## src/rtl/stream_mux.sv

```systemverilog
// stream_mux: NUM_CH-to-1 stream mux with fixed/round-robin grant and a registered output stage.
// Define STREAM_MUX_XFER_CNT_EN to add the 16-bit xfer_cnt output transfer counter.
module stream_mux #(
  parameter int WIDTH  = 8,
  parameter int NUM_CH = 16,
  localparam int SEL_W = $clog2(NUM_CH)
) (
  input  logic                    clk,
  input  logic                    rst_n,
  input  logic [NUM_CH*WIDTH-1:0] in_data,
  input  logic [NUM_CH-1:0]       in_valid,
  output logic [NUM_CH-1:0]       in_ready,
  input  logic [SEL_W-1:0]        sel,
  input  logic                    mode,
  output logic [WIDTH-1:0]        out_data,
  output logic                    out_valid,
  input  logic                    out_ready
`ifdef STREAM_MUX_XFER_CNT_EN
  ,
  output logic [15:0]             xfer_cnt
`endif
);
  logic [WIDTH-1:0] r_out_data;
  logic             r_out_valid;
  logic [SEL_W-1:0] r_rr_ptr;
  logic             w_can_load;
  logic             w_fx_hit;
  logic             w_rr_hit;
  logic [SEL_W-1:0] w_rr_g;
  logic             w_hit;
  logic [SEL_W-1:0] w_g;
  logic [WIDTH-1:0] w_data;
  logic             w_xfer_in;
  assign w_can_load = !r_out_valid || out_ready;
  assign w_fx_hit   = int'(sel) < NUM_CH;
  // Scan downward so the nearest valid channel after r_rr_ptr is the last one written.
  always_comb begin
    w_rr_hit = 1'b0;
    w_rr_g   = '0;
    for (int k = NUM_CH; k >= 1; k--) begin
      if (in_valid[(int'(r_rr_ptr) + k) % NUM_CH]) begin
        w_rr_hit = 1'b1;
        w_rr_g   = SEL_W'((int'(r_rr_ptr) + k) % NUM_CH);
      end
    end
  end
  assign w_hit     = mode ? w_rr_hit : w_fx_hit;
  assign w_g       = mode ? w_rr_g : sel;
  assign in_ready  = (rst_n && w_hit && w_can_load) ? (NUM_CH'(1) << w_g) : '0;
  assign w_xfer_in = |(in_ready & in_valid);
  assign w_data    = in_data[int'(w_g)*WIDTH +: WIDTH];
  always_ff @(posedge clk or negedge rst_n) begin
    if (!rst_n) begin
      r_out_valid <= 1'b0;
      r_out_data  <= '0;
      r_rr_ptr    <= SEL_W'(NUM_CH - 1);
    end else if (w_xfer_in) begin
      r_out_valid <= 1'b1;
      r_out_data  <= w_data;
      if (mode) r_rr_ptr <= w_g;
    end else if (out_ready) begin
      r_out_valid <= 1'b0;
    end
  end
  assign out_data  = r_out_data;
  assign out_valid = r_out_valid;
`ifdef STREAM_MUX_XFER_CNT_EN
  logic [15:0] r_xfer_cnt;
  always_ff @(posedge clk or negedge rst_n) begin
    if (!rst_n) r_xfer_cnt <= '0;
    else if (r_out_valid && out_ready) r_xfer_cnt <= r_xfer_cnt + 16'd1;
  end
  assign xfer_cnt = r_xfer_cnt;
`endif
endmodule

```

## config.mk

```make
export PLATFORM = sky130hd
export DESIGN_NAME = stream_mux
export DESIGN_NICKNAME = d
export VERILOG_FILES = /design/src/rtl/stream_mux.sv
export SDC_FILE = /design/constraint.sdc
export NUM_CORES = 1
export LEC_CHECK = 0
export CAP_MARGIN = 20
export CORE_MARGIN = 4
export CORE_UTILIZATION = 46
export DETAILED_ROUTE_END_ITERATION = 12
export PLACE_DENSITY = 0.83
export SYNTH_ARGS = -nofsm -noshare
export SYNTH_HDL_FRONTEND = slang
export SYNTH_SLANG_ARGS = --single-unit
```

## constraint.sdc

```tcl
create_clock -name clk -period 7.3 [get_ports clk]
set_input_delay 0.73 -clock clk [delete_from_list [all_inputs] [get_ports clk]]
set_output_delay 0.73 -clock clk [all_outputs]
set_load 0.02 [all_outputs]
```

## Word level (Yosys, flattened, before mapping)

Index checks and enable logic that the tools add are counted.

- Register bits: 13
- Bits in latches: 0
- Bits in writable memories: 0
- Memory bits (read-only): 0
- Bits of input ports: 152
- Output and inout bits: 25
- Word-level logic and storage cells: 162
- Memories: 0

- Add/subtract/negate cells: 16
- Multiply operators: 0
- Divide/modulo/power cells: 0
- Magnitude comparators: 16
- Equality and inequality tests: 0
- Shift operators: 2
- Multiplexer cells: 85
- Bitwise operators: 17
- Reduce and logical (&&, ||, !) cells: 23

Operators with widths:

| kind | count |
|---|---|
| variable part select 128 x 8 -> 8 bit | 1 |
| less-than comparator 5 x 6 -> 1 bit (second input constant) | 16 |
| 2-to-1 mux 4 bit | 17 |
| binary-select mux 1 bit (select 4 bit) | 16 |
| OR reduction 4 bit | 16 |
| 2-to-1 mux 1 bit | 51 |
| adder 4 bit (second input constant) | 8 |
| adder 4 x 3 -> 4 bit (second input constant) | 4 |
| bitwise AND 1 bit (first input constant) | 16 |
| bitwise AND 16 bit | 1 |
| 2-to-1 mux 16 bit | 1 |
| OR reduction 16 bit | 1 |
| << shifter 1 x 4 -> 16 bit (first input constant) | 1 |
| adder 4 x 1 -> 4 bit (second input constant) | 2 |
| adder 4 x 2 -> 4 bit (second input constant) | 2 |
| logical AND 1 bit | 2 |
| AND reduction 2 bit | 1 |
| nonzero test 2 bit | 1 |
| logical NOT 1 bit | 1 |
| logical OR 1 bit | 1 |

## Longest topological paths before layout

Gate-level depths: netlist of the first run.

- Depth after elaboration: 29
- Depth in mapped cells: 21
- Gate-level depth less buffers: 14

## Least setup slack after synthesis of the first run

No wires, ideal clock.

- Kind: register to output
- Start point: register r_rr_ptr[1]
- End point: output port in_ready[1]
- Data arrival time: 4.870 ns
- Required time: 6.570 ns
- Slack: 1.700 ns
- Stages on the path, launching flop included: 17
- Path buffers: 4
- Path through: dfstp_2 buf_1 inv_1 ha_1 buf_6 mux2_4 mux4_2 a222oi_1 a21oi_1 o2111a_1 o31a_2 nor2_8 buf_2 buf_2 inv_1 or3_1 nor2_1

- Longest elaborated chain between the ends: 24
- Elaborated cells on any way between the ends: 102
- Classes of those cells: add/sub (16); shift (1); mux (83); reduce/logical (2)

RTL lines:

| item | RTL line | RTL |
|---|---|---|
| from (decl) | 25 | `logic [SEL_W-1:0] r_rr_ptr;` |
| from (signal assigned) | 56 | `r_rr_ptr <= SEL_W'(NUM_CH - 1);` |
| from (signal assigned) | 60 | `if (mode) r_rr_ptr <= w_g;` |
| adder 4 x 1 -> 4 bit | 41, 43 |  |
| binary-select mux 1 bit (select 4 bit) | 41 | `if (in_valid[(int'(r_rr_ptr) + k) % NUM_CH]) begin` |
| 2-to-1 mux 1 bit (not written as such) (2 in series) | 41 |  |
| 2-to-1 mux 1 bit (16 in series) | 41 |  |
| 2-to-1 mux 1 bit | 47 | `assign w_hit = mode ? w_rr_hit : w_fx_hit;` |
| logical AND 1 bit (2 in series) | 49 | `assign in_ready = (rst_n && w_hit && w_can_load) ? (NUM_CH'(1) << w_g) : '0;` |
| 2-to-1 mux 16 bit * | 49 |  |
| to (decl) | 12 | `output logic [NUM_CH-1:0] in_ready,` |

Every way passes the cells marked *; elsewhere a longest branch is shown, timed or not. The select of a mux whose other input is x is not followed.

## Final worst setup path of the first run

- Start point: register r_rr_ptr[1]
- End point: output port in_ready[14]

Same word-level chain as after synthesis.

==> results of run 1 <==
-- critical path: cells and delay by family (launching register included) --
kind                       cells  cell delay (ns)
adders and majority gates      1             0.88
muxes                          3             1.35
buffers and inverters          3             1.11
DFF                            1             0.53
AOI/OAI and AO/OA              4             1.39
and+or+nand+nor                2             0.33
-- metal layers --
| layer | up-vias | track usage [%] | routed length [um] |
|---|---|---|---|
| met5 | - | 0 | 11 |
| met4 | 2 | 7.03 | 317 |
| met3 | 27 | 6.99 | 2010 |
| met2 | 331 | 48.4 | 8930 |
| met1 | 2554 | 46.9 | 8150 |
| li1 | 2441 | - | - |
-- how the worst max path moves through the flow --
| stage | startpoint | end | cells past startpoint |
|---|---|---|---|
| 2_1_floorplan | r_rr_ptr[1] | in_ready[1] | 16 |
| 3_3_place_gp | r_rr_ptr[1] | in_ready[4] | 14 |
| 3_5_place_dp | r_rr_ptr[1] | out_data[3] | 16 |
| 4_1_cts | r_rr_ptr[1] | in_ready[12] | 14 |
| 5_1_grt | r_rr_ptr[1] | in_ready[11] | 12 |
| 6_report | r_rr_ptr[1] | in_ready[14] | 13 |
-- through the flow --
step           setup WS, ns  instance area [sq um]  utilization (%)  hold slack, ns  cells
2_1_floorplan          1.70                   4670                -           0.434    549
3_3_place_gp           1.33                   6490             66.1           0.498    833
3_5_place_dp           1.21                   6490             66.1           0.497    833
4_1_cts               0.925                   6530             66.5           0.521    837
5_1_grt               0.522                   6540             66.6           0.535    838
6_report              0.709                   6540             66.6           0.517    838
-- layout make-up --
class                           instances  area, sq um  share of cell area [%]
Clock inverter                          1         5.00                  0.0765
Clock buffer                            3         41.3                   0.631
Timing Repair Buffer                  188         1850                    28.3
Multi-Input combinational cell        486         4090                    62.6
Tap cell                              133          166                    2.54
Sequential cell                        13          330                    5.05
Inverter                               14         52.6                   0.803
-- sequential cells by signal, indices dropped and copies added (netlist names) --
register   count
out_data       8
out_valid      1
r_rr_ptr       4
-- logic make-up (layout without fill, tap and decap cells) --
kind of cell,after synthesis,in the layout
buffers and inverters,50,206
adder cells (fa/ha/maj),7,7
AO/OA/AOI/OAI,141,141
XOR/XNOR,13,13
flip-flops,13,13
multiplexers,174,174
AND/OR/NAND/NOR,151,151
-- cells in the mapped netlist, drive strengths merged, types with 2 or more instances --
cell type / number
mux2i: 110
nand2: 45
mux2: 43
nor2: 41
o21ai: 35
buf: 25
mux4: 21
a21oi: 19
inv: 14
a22oi: 12
o211ai: 12
clkbuf: 11
o221ai: 11
nor2b: 10
xnor2: 10
a2111oi: 9
dfrtp: 9
nand3: 9
nor3: 9
a211oi: 8
ha: 7
or3: 6
and2: 5
or2: 5
a21o: 4
dfstp: 4
nand2b: 4
nand3b: 4
o21a: 4
o22ai: 4
a21boi: 3
a22o: 3
nand4: 3
nor3b: 3
or4: 3
xor2: 3
a211o: 2
nor4: 2
o2111a: 2
o31ai: 2
-- cells in the final DEF (no fill, tap or decap), types with 11 or more instances in the layout --
master / Yosys / final
a21oi_1: 17 / 17
a22oi_1: 12 / 12
buf_4: 4 / 12
clkdlybuf4s50_1: 0 / 176
inv_1: 11 / 11
mux2_2: 34 / 34
mux2i_1: 110 / 110
mux4_2: 21 / 21
nand2_1: 45 / 45
nor2_1: 38 / 38
o211ai_1: 12 / 12
o21ai_0: 33 / 33
o221ai_1: 11 / 11
==> metrics, run 1 <==
Final Skew between 0.01 and 0.015 ns; drt drc 0; top_reg_cell synth dfrtp_1; Yosys reg bits 13; Area Growth Syn to Fin 40.2%; Warnings, synthesis 0; CP Launch Type flop; PostCTS Resize Cnt 0; drt pass-1 iters 5; cell taking the most area after synthesis mux2i_1; r2r setup slk ~1.0 ns; Crit. End Element primary output; top-area cell type share of the netlist area a little under a quarter; unrepaired setup endpoints after global routing no; first-pass GRT wire length approximately 29000 um; maximum clock rate between 0.15 and 0.2 GHz; final WL 19400 um; largest family of logic cells by synthesized area multiplexers; root buf cell clkbuf_8; Hold Vio Cnt, Final 0; Die Y ~110 um; TritonCTS clock tree done; adder-cell share of the synthesized area between 1.5 and 2%; Seq/Total Area, Yosys 7.08%; hold path startpoint out_valid; WHS Path Cells 2; mux contribution to synthesized area ~45%; Worst R2R Start r_rr_ptr[1]; Slew @ Worst Pin 0.970 ns; Placer Congestion just over 1; Layout fillers ~820; die area roughly 0.012 sq mm; XOR/XNOR Fraction of Synth Area under 10%; Hold Buf Count CTS 0; Syn Nets around 700; GRT Overall Usage about 32%; clk buf depth 2; Skew-Pair Late Insertion Delay ~0.25 ns; Hold Crit Endpoint out_valid; Clock Sinks 13; critical path cell sequence inv_1, ha_1, buf_4, mux4_2, mux2i_1, mux2_2, o2111ai_1, a2111oi_0, o21ai_0, a21oi_1, nand2_1, nor2_1, clkdlybuf4s50_1; fin nets approximately 870; Core Rows 36; H-tree levels 1; Rel. slew slack 33.7%; setup_tns 0 ns; vias in the first global route between 5k and 6k; fin crit period ~6.6 ns; Max Cap Viol 0; Setup-failing EPs final 0; remaining global-route overflow 0; worst setup path category reg -> out; port bufs between 150 and 200; diode count 0; Synth Area in Compound Gates between 20 and 25%; Post-synth EDFFs 0; Post-DP HPWL 15900 um; Syn Inst Count 549; FF-to-FF path depth 16; CP Max Fanout 21; DR iter-0 viols between 500 and 600; share of cells above drive strength 1 ~15%; Mapped Area around 0.0047 sq mm; unique cell type count in the Yosys netlist 67; status finished clean; CP max stage delay slightly below 0.9 ns; # IOs 177; share of async-settable or async-resettable flops after synthesis 100%; crit path DAT slightly below 6 ns; Final period util ~90%; WP data required 6.57 ns; reg2reg end out_data[6]; Final Max Slew Viols 0; Core ar. between 0.009 and 0.01 sq mm; Slowest-stage cell, CP ha_1; DIE WIDTH 109 um; Num CTS Buffers 3; Clock Pin Slew Worst Setup and Hold Paths approximately 0.060 ns; HP Class reg -> reg; wire per inst approximately 23 um; starting density of the core a little under half; Post-Synth Simple-Gate Area 16.2%; largest net degree at the start of global routing between 60 and 70; vias per cell about 6.4; postcts setup bufs 0; Detail Route Antenna Nets 0; syn_area_per_cell about 8.5 sq um; initial antenna violation count 1; Via Count 5355; top cells by area, synth mux2i_1 (24%), mux4_2 (10%), mux2_2 (8.2%), dfrtp_1 (4.8%), nand2_1 (3.6%)
Power of run 1 is left out: the tool's default activity adds up to more than one toggle a clock period on the data nets, which glitch-free logic cannot reach.
==> run 2, diff against run 1 <==
CORE_UTILIZATION = 67   (was 46)
DONT_BUFFER_PORTS = 1   (was default)
==> run 2 against run 1 <==
  * Routed wire length is 19% lower
  * Maximum frequency is 6.9% higher
  * Die area is 29% lower
  * Highest routed layer is now met4
  * Final area is 28% lower
  * Sequential cell count stayed put
  * Worst hold slack worse by 0.34 ns
  * Via count is 13% lower
==> metrics, run 2 (synthesized netlist as in run 1, its figures left out) <==
status finished clean; most numerous cell on the critical path o21ai_0; Final period util 84.5%; worst setup path category reg -> out; PostCTS Resize Cnt 0; maximum clock rate ~0.16 GHz; Crit. End Element primary output; max FFs per register 8; setup_tns 0 ns; die area 0.00836 sq mm; Area Growth Syn to Fin 0.858%; root buf cell clkbuf_8; starting density of the core around 69%; DIE WIDTH between 90 and 100 um; vias per cell about 7.5; diode count 0; Placed Area about 0.0047 sq mm; Core Rows 30; Clock Sinks 13; critical path cell sequence inv_1, ha_1, mux4_2, mux2i_1, mux2_2, o21ai_0, o221a_2, o211ai_1, a311oi_2, a211oi_4, o21ai_0, nor2_1; Placer Congestion between 1 and 1.5; metal3 WL 2040 um; postcts setup bufs 0; drt pass-1 iters 5; unrepaired setup endpoints after global routing no; Layout fillers 550; DR iter-0 viols slightly above 500; Core ar. ~0.0068 sq mm; CP Max Fanout 25; Via Count 4659; Final Skew ~0.00044 ns; Inst Count DP between 600 and 700; Final Max Slew Viols 0; final WL 15700 um; WP data required approximately 6.6 ns; Die Y 91.5 um; fin crit period 6.17 ns; crit path DAT about 5.4 ns; Hold Buf Count CTS 0; Setup-failing EPs final 0; remaining global-route overflow 0; port bufs 0; Multi-input gate area 0.00409 sq mm; wire length on met2 ~7000 um; initial antenna violation count 0; TritonCTS clock tree done; drt drc 0; met1 WL 6440 um; CP max stage delay between 1 and 1.5 ns; Post-DP HPWL 12700 um; Rel. slew slack between 20% and 30%; H-tree levels 1; Slew @ Worst Pin 1.06 ns; Top Metal Used met4; Num CTS Buffers 3; Finished Cell Area around 0.0047 sq mm; vias in the first global route approximately 4.2k; first-pass GRT wire length 23500 um; register area 330 sq um; share of cells above drive strength 1 19.3%; commonest non-fill, non-tap cells in the layout mux2i_1 (110), nand2_1 (45), nor2_1 (38), mux2_2 (34), o21ai_0 (33); Max Cap Viol 0; wire per inst roughly 25 um; Skew-Pair Late Insertion Delay approximately 0.24 ns; largest net degree at the start of global routing between 60 and 70; Slowest-stage cell, CP ha_1; HP Class in -> async; most common cell after layout, fill and taps aside mux2i_1; CP Launch Type flop; # IOs about 180; Clock Pin Slew Worst Setup and Hold Paths about 0.050 ns; clk buf depth 2; Detail Route Antenna Nets 0; Cell Count, Final, Fillers Out 620; GRT Overall Usage approximately a third; fin nets between 600 and 700; Hold Vio Cnt, Final 0
==> run 2: cell count changes in the layout (fill, tap and decap cells not counted) <==
cell	change
buf_4	-6
clkinv_2	-1
buf_12	+1
clkdlybuf4s50_1	-176
clkbuf_1	+1
==> run 2: layout make-up <==
cell class | instances | share of cell area [%]
Multi-Input combinational cell | 486 | 87.0
Timing Repair Buffer | 7 | 1.38
Inverter | 14 | 1.12
Clock buffer | 4 | 0.957
Sequential cell | 13 | 7.02
Tap cell | 96 | 2.55
==> run 2: layer usage <==
layer  up-vias  GRT usage [%]
li1       2075              -
met1      2196           51.4
met2       351           51.6
met3        37           10.3
met4         0           6.78
met5         -              0
==> run 2: metrics by stage <==
step                utilization, %  hold slack, ns  worst slack (ns)
global placement              68.6           0.435              1.64
floorplan                        -           0.434              1.70
CTS                           69.3           0.175              1.24
detailed placement            68.6           0.435              1.48
global route                  69.3           0.165             0.778
finish                        69.3           0.180              1.13
==> run 2: path summary, 6_finish.rpt <==
kind                                to  depth (start not counted)  slack, ns   startpoint
max                        in_ready[0]                         12       1.13  r_rr_ptr[0]
min                        out_data[3]                          0       0.18        rst_n
max reg2reg                out_data[0]                         15       1.30  r_rr_ptr[0]
min reg2reg                out_data[0]                          1       0.67  out_data[0]
max in group asynchronous  r_rr_ptr[0]                          0       6.95        rst_n
min in group clk           r_rr_ptr[1]                          1       0.56         mode
==> run 2: critical path, delay by kind of cell (launching register included) <==
family          cells  cell delay (ns)
compound gates      6             1.69
fa+ha+maj           1             1.01
buf+inv             1             0.21
flops               1             0.53
mux                 3             1.33
simple gates        1             0.41
Power of run 2 is left out for the same reason.
